[config.mk]
export PLATFORM = sky130hd
export DESIGN_NAME = saida_display_flat
export DESIGN_NICKNAME = d
export VERILOG_FILES = /design/src/rtl/saida_pkg.sv /design/src/rtl/saida_if.sv /design/src/rtl/saida_fifo.sv /design/src/rtl/saida_display.sv /design/src/flat_wrapper.sv
export SDC_FILE = /design/constraint.sdc
export NUM_CORES = 1
export LEC_CHECK = 0
export CORE_UTILIZATION = 61
export CTS_BUF_LIST = sky130_fd_sc_hd__clkbuf_4
export CTS_CLUSTER_SIZE = 14
export DETAILED_ROUTE_END_ITERATION = 8
export PLACE_DENSITY_LB_ADDON = 0.3
export SKIP_LAST_GASP = 1
export SLEW_MARGIN = 20
export SYNTH_ARGS = -nofsm -noshare
export SYNTH_HDL_FRONTEND = slang
export SYNTH_SLANG_ARGS = --single-unit
[constraint.sdc]
create_clock -name clk -period 5.6 [get_ports clk]
set_input_delay 1.12 -clock clk [delete_from_list [all_inputs] [get_ports clk]]
set_output_delay 1.12 -clock clk [all_outputs]
set_load 0.02 [all_outputs]
[src/rtl/saida_pkg.sv]
// Shared types, constants and helpers for the saida_display result viewer.
// Segment patterns are active-low, bit order gfedcba.
package saida_pkg;

  localparam int BCD_DIGITS  = 10;
  localparam int CONV_CYCLES = 32;

  typedef enum logic [1:0] {
    IDLE = 2'd0,
    CONV = 2'd1,
    SHOW = 2'd2
  } state_t;

  localparam logic [6:0] SEG_0     = 7'b1000000;
  localparam logic [6:0] SEG_1     = 7'b1111001;
  localparam logic [6:0] SEG_2     = 7'b0100100;
  localparam logic [6:0] SEG_3     = 7'b0110000;
  localparam logic [6:0] SEG_4     = 7'b0011001;
  localparam logic [6:0] SEG_5     = 7'b0010010;
  localparam logic [6:0] SEG_6     = 7'b0000010;
  localparam logic [6:0] SEG_7     = 7'b1111000;
  localparam logic [6:0] SEG_8     = 7'b0000000;
  localparam logic [6:0] SEG_9     = 7'b0010000;
  localparam logic [6:0] SEG_BLANK = 7'b1111111;
  localparam logic [6:0] SEG_MINUS = 7'b0111111;

  // Double-dabble correction: every nibble >= 5 gets +3 before the shift.
  function automatic logic [4*BCD_DIGITS-1:0] dd_adjust(input logic [4*BCD_DIGITS-1:0] acc);
    logic [4*BCD_DIGITS-1:0] res;
    res = acc;
    for (int d = 0; d < BCD_DIGITS; d++) begin
      if (acc[4*d +: 4] >= 4'd5) begin
        res[4*d +: 4] = acc[4*d +: 4] + 4'd3;
      end else begin
        res[4*d +: 4] = acc[4*d +: 4];
      end
    end
    return res;
  endfunction

  function automatic logic [6:0] seg7_digit(input logic [3:0] d);
    case (d)
      4'd0:    return SEG_0;
      4'd1:    return SEG_1;
      4'd2:    return SEG_2;
      4'd3:    return SEG_3;
      4'd4:    return SEG_4;
      4'd5:    return SEG_5;
      4'd6:    return SEG_6;
      4'd7:    return SEG_7;
      4'd8:    return SEG_8;
      4'd9:    return SEG_9;
      default: return SEG_BLANK;
    endcase
  endfunction

endpackage

[src/rtl/saida_if.sv]
// Datapath-to-display bus for saida_display; seg/seg_sign exist only
// when SAIDA_SEG7_EN is defined.
interface saida_if #(parameter int DEPTH = 8) ();
  logic                     wr_en;
  logic [31:0]              wr_data;
  logic                     next;
  logic                     full;
  logic [$clog2(DEPTH):0]   count;
  logic                     overflow;
  logic                     busy;
  logic                     valid;
  logic                     neg;
  logic [39:0]              bcd;
`ifdef SAIDA_SEG7_EN
  logic [69:0]              seg;
  logic [6:0]               seg_sign;
`endif

  modport slave (
    input  wr_en, wr_data, next,
    output full, count, overflow, busy, valid, neg, bcd
`ifdef SAIDA_SEG7_EN
    , output seg, seg_sign
`endif
  );

  modport master (
    output wr_en, wr_data, next,
    input  full, count, overflow, busy, valid, neg, bcd
`ifdef SAIDA_SEG7_EN
    , input seg, seg_sign
`endif
  );
endinterface

[src/rtl/saida_fifo.sv]
// Result FIFO: DEPTH x DATA_W storage, occupancy count and sticky overflow.
// Full is judged on the registered count, so a same-cycle pop never frees room.
module saida_fifo #(
  parameter int DEPTH  = 8,
  parameter int DATA_W = 32
) (
  input  logic                       clk,
  input  logic                       reset,
  input  logic                       i_wr_en,
  input  logic [DATA_W-1:0]          i_wr_data,
  input  logic                       i_pop,
  output logic [DATA_W-1:0]          o_rd_data,
  output logic                       o_full,
  output logic                       o_empty,
  output logic [$clog2(DEPTH):0]     o_count,
  output logic                       o_overflow
);
  localparam int AW = $clog2(DEPTH);
  localparam logic [AW:0] FULL_CNT = (AW+1)'(DEPTH);

  logic [DATA_W-1:0] r_mem [DEPTH];
  logic [AW-1:0]     r_wr_ptr;
  logic [AW-1:0]     r_rd_ptr;
  logic [AW:0]       r_count;
  logic              r_overflow;
  logic              w_wr_ok;
  logic              w_rd_ok;

  assign w_wr_ok = i_wr_en && (r_count != FULL_CNT);
  assign w_rd_ok = i_pop && (r_count != '0);

  always_ff @(posedge clk) begin
    if (w_wr_ok) begin
      r_mem[r_wr_ptr] <= i_wr_data;
    end
  end

  // Pointers wrap naturally because DEPTH is a power of two.
  always_ff @(posedge clk) begin
    if (reset) begin
      r_wr_ptr   <= '0;
      r_rd_ptr   <= '0;
      r_count    <= '0;
      r_overflow <= 1'b0;
    end else begin
      if (w_wr_ok) r_wr_ptr <= r_wr_ptr + AW'(1);
      if (w_rd_ok) r_rd_ptr <= r_rd_ptr + AW'(1);
      r_count <= r_count + (AW+1)'(w_wr_ok) - (AW+1)'(w_rd_ok);
      if (i_wr_en && !w_wr_ok) r_overflow <= 1'b1;
    end
  end

  assign o_rd_data  = r_mem[r_rd_ptr];
  assign o_full     = (r_count == FULL_CNT);
  assign o_empty    = (r_count == '0);
  assign o_count    = r_count;
  assign o_overflow = r_overflow;
endmodule

[src/rtl/saida_display.sv]
// Buffers signed results and shows them one at a time as sign + 10 BCD digits.
// Optional 7-segment outputs are enabled with SAIDA_SEG7_EN.
module saida_display
  import saida_pkg::*;
#(
  parameter int DEPTH  = 8,
  parameter int DATA_W = 32
) (
  input  logic    clk,
  input  logic    reset,
  saida_if.slave  bus
);
  localparam int ACC_W = 4 * BCD_DIGITS;

  state_t              r_state;
  logic                r_next_prev;
  logic [ACC_W-1:0]    r_acc;
  logic [DATA_W-1:0]   r_mag;
  logic [5:0]          r_iter;
  logic                r_sign;
  logic                r_busy;
  logic                r_valid;
  logic                r_neg;
  logic [ACC_W-1:0]    r_bcd;

  logic [DATA_W-1:0]   w_head;
  logic [DATA_W-1:0]   w_head_mag;
  logic                w_empty;
  logic                w_pop;
  logic                w_adv;
  logic [ACC_W-1:0]    w_acc_adj;
  logic [ACC_W-1:0]    w_acc_next;
  logic [DATA_W-1:0]   w_mag_next;

  saida_fifo #(.DEPTH(DEPTH), .DATA_W(DATA_W)) u_fifo (
    .clk        (clk),
    .reset      (reset),
    .i_wr_en    (bus.wr_en),
    .i_wr_data  (bus.wr_data),
    .i_pop      (w_pop),
    .o_rd_data  (w_head),
    .o_full     (bus.full),
    .o_empty    (w_empty),
    .o_count    (bus.count),
    .o_overflow (bus.overflow)
  );

  assign w_adv      = bus.next && !r_next_prev;
  // -2^31 negates to itself, which is the correct unsigned magnitude.
  assign w_head_mag = w_head[DATA_W-1] ? (~w_head + DATA_W'(1)) : w_head;
  assign w_acc_adj  = dd_adjust(r_acc);
  assign {w_acc_next, w_mag_next} = {w_acc_adj[ACC_W-2:0], r_mag, 1'b0};

  // Pop the head when idle, or when an advance lands on a completed display.
  always_comb begin
    w_pop = 1'b0;
    case (r_state)
      IDLE:    w_pop = !w_empty;
      SHOW:    w_pop = r_valid && w_adv && !w_empty;
      default: w_pop = 1'b0;
    endcase
  end

  // Display FSM with the shift-add-3 converter; the first SHOW cycle loads bcd/neg.
  always_ff @(posedge clk) begin
    if (reset) begin
      r_state     <= IDLE;
      r_next_prev <= 1'b0;
      r_acc       <= '0;
      r_mag       <= '0;
      r_iter      <= '0;
      r_sign      <= 1'b0;
      r_busy      <= 1'b0;
      r_valid     <= 1'b0;
      r_neg       <= 1'b0;
      r_bcd       <= '0;
    end else begin
      r_next_prev <= bus.next;
      case (r_state)
        IDLE: begin
          r_valid <= 1'b0;
          r_neg   <= 1'b0;
          r_bcd   <= '0;
          if (w_pop) begin
            r_sign  <= w_head[DATA_W-1];
            r_mag   <= w_head_mag;
            r_acc   <= '0;
            r_iter  <= '0;
            r_busy  <= 1'b1;
            r_state <= CONV;
          end
        end
        CONV: begin
          r_acc  <= w_acc_next;
          r_mag  <= w_mag_next;
          r_iter <= r_iter + 6'd1;
          if (r_iter == 6'(CONV_CYCLES - 1)) begin
            r_busy  <= 1'b0;
            r_state <= SHOW;
          end
        end
        SHOW: begin
          if (!r_valid) begin
            r_valid <= 1'b1;
            r_bcd   <= r_acc;
            r_neg   <= r_sign;
          end else if (w_adv) begin
            r_valid <= 1'b0;
            r_neg   <= 1'b0;
            r_bcd   <= '0;
            if (w_pop) begin
              r_sign  <= w_head[DATA_W-1];
              r_mag   <= w_head_mag;
              r_acc   <= '0;
              r_iter  <= '0;
              r_busy  <= 1'b1;
              r_state <= CONV;
            end else begin
              r_state <= IDLE;
            end
          end
        end
        default: r_state <= IDLE;
      endcase
    end
  end

  assign bus.busy  = r_busy;
  assign bus.valid = r_valid;
  assign bus.neg   = r_neg;
  assign bus.bcd   = r_bcd;

`ifdef SAIDA_SEG7_EN
  for (genvar d = 0; d < BCD_DIGITS; d++) begin : g_seg
    assign bus.seg[7*d +: 7] = r_valid ? seg7_digit(r_bcd[4*d +: 4]) : SEG_BLANK;
  end
  assign bus.seg_sign = (r_neg && r_valid) ? SEG_MINUS : SEG_BLANK;
`endif
endmodule

[src/flat_wrapper.sv]
// flat-port wrapper written by rule: the top's interface ports become plain ports
module saida_display_flat import saida_pkg::*;
#(
  parameter int DEPTH  = 8,
  parameter int DATA_W = 32
)
  (clk, reset, bus_wr_en, bus_wr_data, bus_next, bus_full, bus_count, bus_overflow, bus_busy, bus_valid, bus_neg, bus_bcd);
  saida_if #(.DEPTH(DEPTH)) bus_i ();
  input  logic clk;
  input  logic reset;
  input wire logic [$bits(bus_i.wr_en)-1:0] bus_wr_en;
  input wire logic [$bits(bus_i.wr_data)-1:0] bus_wr_data;
  input wire logic [$bits(bus_i.next)-1:0] bus_next;
  output wire logic [$bits(bus_i.full)-1:0] bus_full;
  output wire logic [$bits(bus_i.count)-1:0] bus_count;
  output wire logic [$bits(bus_i.overflow)-1:0] bus_overflow;
  output wire logic [$bits(bus_i.busy)-1:0] bus_busy;
  output wire logic [$bits(bus_i.valid)-1:0] bus_valid;
  output wire logic [$bits(bus_i.neg)-1:0] bus_neg;
  output wire logic [$bits(bus_i.bcd)-1:0] bus_bcd;
  assign bus_i.wr_en = bus_wr_en;
  assign bus_i.wr_data = bus_wr_data;
  assign bus_i.next = bus_next;
  assign bus_full = bus_i.full;
  assign bus_count = bus_i.count;
  assign bus_overflow = bus_i.overflow;
  assign bus_busy = bus_i.busy;
  assign bus_valid = bus_i.valid;
  assign bus_neg = bus_i.neg;
  assign bus_bcd = bus_i.bcd;
  saida_display #(.DEPTH(DEPTH), .DATA_W(DATA_W)) u_core (.clk(clk), .reset(reset), .bus(bus_i));
endmodule
======== After elaboration in Yosys (flattened, before gate mapping) ========
Memories as Yosys holds them, arrays and structs flattened. A register that Yosys moved wholly into a read port is not among the register bits.
Index checks and enable logic that the tools add are counted.
storage, ports and cells
  bits in writable memories ............... 256
  input bits .............................. 36
  memories kept ........................... 1
  word-level logic and storage cells ...... 123
  bits in registers ....................... 136
  output and inout bits ................... 49
cells by class
  add/sub/neg operators ................... 16
  $lt $le $gt $ge ......................... 10
  reductions and logical operators ........ 19
  eq/ne operators ......................... 10
  bitwise gates (word level) .............. 1
  multiplexer cells ....................... 52
memories
  name                 words  width  rd ports  clocked after memory_dff  wr ports  line              RTL
  u_core.u_fifo.r_mem  8      32     1         1                         1         saida_fifo.sv:21  logic [DATA_W-1:0] r_mem [DEPTH];
operators with widths
  cell                   number
  $mux 40                5
  $mux 32                4
  $pmux 40 s3            1
  $pmux 32 s3            1
  $pmux 40 s2            1
  $ge 4x3->1 const B     10
  $add 4x2->4 const B    9
  $mux 4                 9
  $add 32x1->32 const B  1
  $not 32->32            1
  $mux 6                 3
  $pmux 6 s3             1
  $mux 1                 14
  $mux 3                 3
  $mux 2                 4
  $pmux 1 s2             4
  $reduce_and 4->1       2
  $add 3x1->3 const B    2
  $add 6x1->6 const B    1
  $eq 6x5->1 const B     1
  $logic_and 1x1->1      6
  $ne 2x1->1 const B     3
  $pmux 2 s3             1
  $reduce_and 3->1       2
  other kinds (17)       19

======== Logic depth before layout (Yosys ltp) ========
  depth in word-level cells ............... 9
  mapped depth ............................ 13
  gate-level depth less buffers ........... 11

======== By module ========
Synthesis repeated with hierarchy kept, for this count alone.
unflattened totals
  cells, all modules ...................... 1208
  area, all modules ....................... 16753.6 um2
by module, submodules not included
  module         area an instance (um2)  cells an instance  sequential area each (um2)  instances
  saida_fifo     10502.6                 454                7967.6                      1
  saida_display  6251.0                  754                2502.4                      1

======== Least setup slack after synthesis ========
OpenSTA, ideal clock, no wires.
  path kind ............................... in2reg
  from .................................... input port bus_wr_en
  to ...................................... memory u_core.u_fifo.r_mem[1][0], enable pin
  arrival ................................. 4629 ps
  setup time .............................. 513 ps
  data required time ...................... 5087 ps
  path buffers ............................ 0
  cell stages on the path ................. 2
  path slack .............................. 458 ps
  cell sequence ........................... nand2_1 -> nor4b_1
between the ends
  cells in the longest elaborated chain, start to end .. 3
ends and longest elaborated chain
  element                       line                RTL
  start, declared               flat_wrapper.sv:11  input wire logic [$bits(bus_i.wr_en)-1:0] bus_wr_en;
  $logic_and 1x1->1             saida_fifo.sv:29    assign w_wr_ok = i_wr_en && (r_count != FULL_CNT);
  $mux 1                        saida_fifo.sv:33    if (w_wr_ok) begin
  $mux 1 (implied by the code)  saida_fifo.sv:34    r_mem[r_wr_ptr] <= i_wr_data;
  end, declared                 saida_fifo.sv:21
Every way passes these cells.

==> results by group <==
Detailed routing
  – First-pass iteration count of the detailed router: 9
  – Residual DRC: 14
  – DR WL/cell: around 19 um
  – Initial drt markers: about 800
  – Vias per inst: ~6.0
  – DRT Wirelength: between 30 and 40 mm
  – Vias: 10,300
  – Final antenna-violating net count: 0

Clock network
  – Clock root buffer: clkbuf_4
  – Clk_lat worst skew: between 700 and 800 ps
  – H-Tree Depth: 3
  – Post-CTS Hold Buffers: 0
  – # Post-CTS Setup Buffers: 0
  – Clk slew on worst S/H paths: 70 ps
  – Post-CTS resize count: 0
  – CTS Buf Count: 96
  – CTS tree: done
  – Buffer depth of the longest clock path: 3
  – Clock Sinks: just under 400

Pwr
  – Combinational share of power: 0.280
  – Lkg Pwr: about 6.3 nW
  – Clock network power share: 0.282
  – P_sw: between 2 and 3 mW
  – Max rail drop VDD: ~270 uV
  – Switch share: 0.320
  – Pwr Density: 433 nW/um2
  – Cell internal pwr: about 5.6 mW
  – Sequential power share: 0.438
  – Total power: between 8 and 9 mW

Worst setup path
  – Setup slack, reg-to-reg: around 1800 ps
  – CP max FO: 35
  – Critical path data arrival time: 4360 ps
  – Critical path's top delay family: multiplexers
  – Max incr delay on CP: 780 ps
  – CP Data Required Time: 6170 ps
  – CP Launch Type: flip-flop
  – CP Class: reg -> reg
  – Crit. End Element: flip-flop
  – Critical path's slowest cell: dfxtp_4
  – Count of buffer and inverter cells on the critical path: 0
  – Crit path cell chain: mux4_2, mux2i_1, ha_1, o211ai_1, nor4_4, nand3_2, o31a_1, a311oi_1

Worst hold path
  – HP Class: reg -> reg

Synthesis
  – Netlist cell types: a little over 60
  – Yosys warnings: 0
  – Number of flops mapped to enable cells by yosys: approximately 260
  – Syn Nets: 1,267
  – Area contributors post-synth: edfxtp_1 47%, dfxtp_1 17%, mux4_2 6.8%
  – Synth Area per Inst: roughly 14 um2
  – Sequential area share after synthesis: 0.635
  – Ys async rst share: 0
  – Post-Syn Area: about 16,000 um2
  – Synth area leader: edfxtp_1
  – #FFs+latches synth: 395
  – Post-Syn Instances: between 1,000 and 1,500
  – Area share of the largest cell type after synthesis: 0.466
  – Main synth FF type: edfxtp_1

Timing
  – Slew Viols, Final: 0
  – Setup violations, final: 0
  – Fin. Hold Viols: 0
  – Maximum clock rate: about 260 MHz
  – Final worst path period need: between 3000 and 4000 ps
  – Worst-margin pin slew: a little over 900 ps
  – Post-route setup TNS: 0 ps
  – Final Cycle Share: 0.676
  – RSZ-0062 raised after global routing: false
  – Rel. slew slack: 0.380
  – Clk_skew: between 40 and 50 ps

Place
  – Port bufs: 84
  – Final Wtd Congestion: between 0.7 and 0.8
  – Placed Cells: around 1,600
  – Hpwl dp: 18.8 mm

Floorplanning
  – Ports: 85
  – Starting Density: 0.627
  – DIE HEIGHT: ~170 um
  – Die area: about 28,000 um2
  – Die Span X: 166 um
  – Row count: 59
  – Core Region: approximately 26,000 um2

GRT
  – GRT Total Usage: 0.240
  – First-pass GRT wire length: around 52 mm
  – Largest net degree at the start of global routing: 87
  – Vias in the first global route: 10,300
  – Antenna violations before repair: 2
  – Gr ovfl total: 0

Layout
  – Most common cell after layout, fill and taps aside: edfxtp_1
  – Nets: between 1,000 and 1,500
  – Register Area: approximately 10,000 um2
  – Most frequent cells in the layout: 256 x edfxtp_1, 145 x clkbuf_4, 136 x dfxtp_1
  – P&R area growth vs syn: 14.5%
  – Fin cells: between 1,500 and 2,000
  – Multi-input logic area: around 5700 um2
  – Layout cells sized above 1: 0.190
  – Filler instances: 1,779

Outcome
  – Status: finished with violations
  – Failing checks: design-rule violations

Run
  – # Max-Cap Violations: 0
power groups by stage:
stage / sequential, mW / combinational, mW / clock [mW]
final: 3.58 / 2.29 / 2.30
after floorplan: 3.51 / 1.87 / 0
after global routing: 3.61 / 2.51 / 2.51
after CTS: 3.58 / 2.30 / 2.36
after detailed placement: 3.64 / 2.28 / 0
after global placement: 3.63 / 2.22 / 0
cells in the mapped netlist (11+ instances only):
cell type and n:
a211oi_1 14, a21oi_1 57, a22oi_1 71, a31oi_1 12, buf_2 13, clkbuf_1 44
dfxtp_1 139, edfxtp_1 256, ha_1 29, inv_1 29, mux2i_1 33, mux4_2 50
nand2_1 59, nand2b_1 14, nand3_1 18, nor2_1 117, nor3_1 34, o21ai_0 44
o22ai_1 11, xnor2_1 30, xor2_1 22
tightest hold or removal path: stages, from the launching register on:
cell and delay (ps):
dfxtp_1 340, nand2_1 60, o41ai_2 40
metal layers:
metal	share of wire	vias to the layer above	GRT usage
met4	0.022	0	0.0998
met1	0.42	5088	0.311
met5	0	-	0
li1	-	4880	-
met3	0.049	54	0.0400
met2	0.51	311	0.405
flip-flops by register name (all words and copies together) (netlist names), 2 cells and up, named ones only:
name                    flops
u_core.u_fifo.o_count       4
u_core.r_acc               40
u_core.bus.bcd             40
u_core.r_iter               6
u_core.u_fifo.r_wr_ptr      3
u_core.u_fifo.r_mem       256
u_core.u_fifo.r_rd_ptr      3
u_core.r_state              2
u_core.r_mag               32
kinds of logic (layout without fill, tap and decap cells):
| logic type | Yosys count | count (layout) | synth area share |
|---|---|---|---|
| flip-flops | 395 | 395 | 0.635 |
| multiplexers | 106 | 106 | 0.113 |
| AO/OA/AOI/OAI | 235 | 235 | 0.0918 |
| AND/OR/NAND/NOR | 281 | 281 | 0.0824 |
| other | 0 | 2 | 0 |
| buffers and inverters | 102 | 300 | 0.0272 |
| adder cells (fa/ha/maj) | 30 | 30 | 0.0232 |
| XOR/XNOR | 52 | 52 | 0.0276 |
layout make-up:
cell class | count | area share
repair buffers | 104 | 0.0524
diodes | 2 | 0.000265
flip-flops and latches | 395 | 0.555
multi-input cells | 704 | 0.299
inverters | 29 | 0.00577
clock buffers | 145 | 0.0577
well taps | 335 | 0.0222
clock inverters | 22 | 0.00676
final timing paths:
check / depth (start not counted) / start / end
worst min register to register: 2 / u_core.r_mag[28]$_SDFFE_PP0P_ / u_core.r_mag[28]$_SDFFE_PP0P_
worst max-delay path: 8 / flip-flop / u_core.r_mag[24]$_SDFFE_PP0P_
worst max register to register: 8 / flip-flop / u_core.r_mag[24]$_SDFFE_PP0P_
worst min-delay path: 2 / u_core.r_mag[28]$_SDFFE_PP0P_ / u_core.r_mag[28]$_SDFFE_PP0P_
stage by stage:
step	hold WS (ps)	setup WS, ps	utilization	instance area [um2]
after floorplan	426	458	-	16500
after global placement	448	1500	0.671	17600
after detailed placement	450	1470	0.671	17600
after CTS	465	1790	0.718	18900
after global routing	493	1460	0.718	18900
final	472	1810	0.718	18900
(Power assumes the default switching activity.)
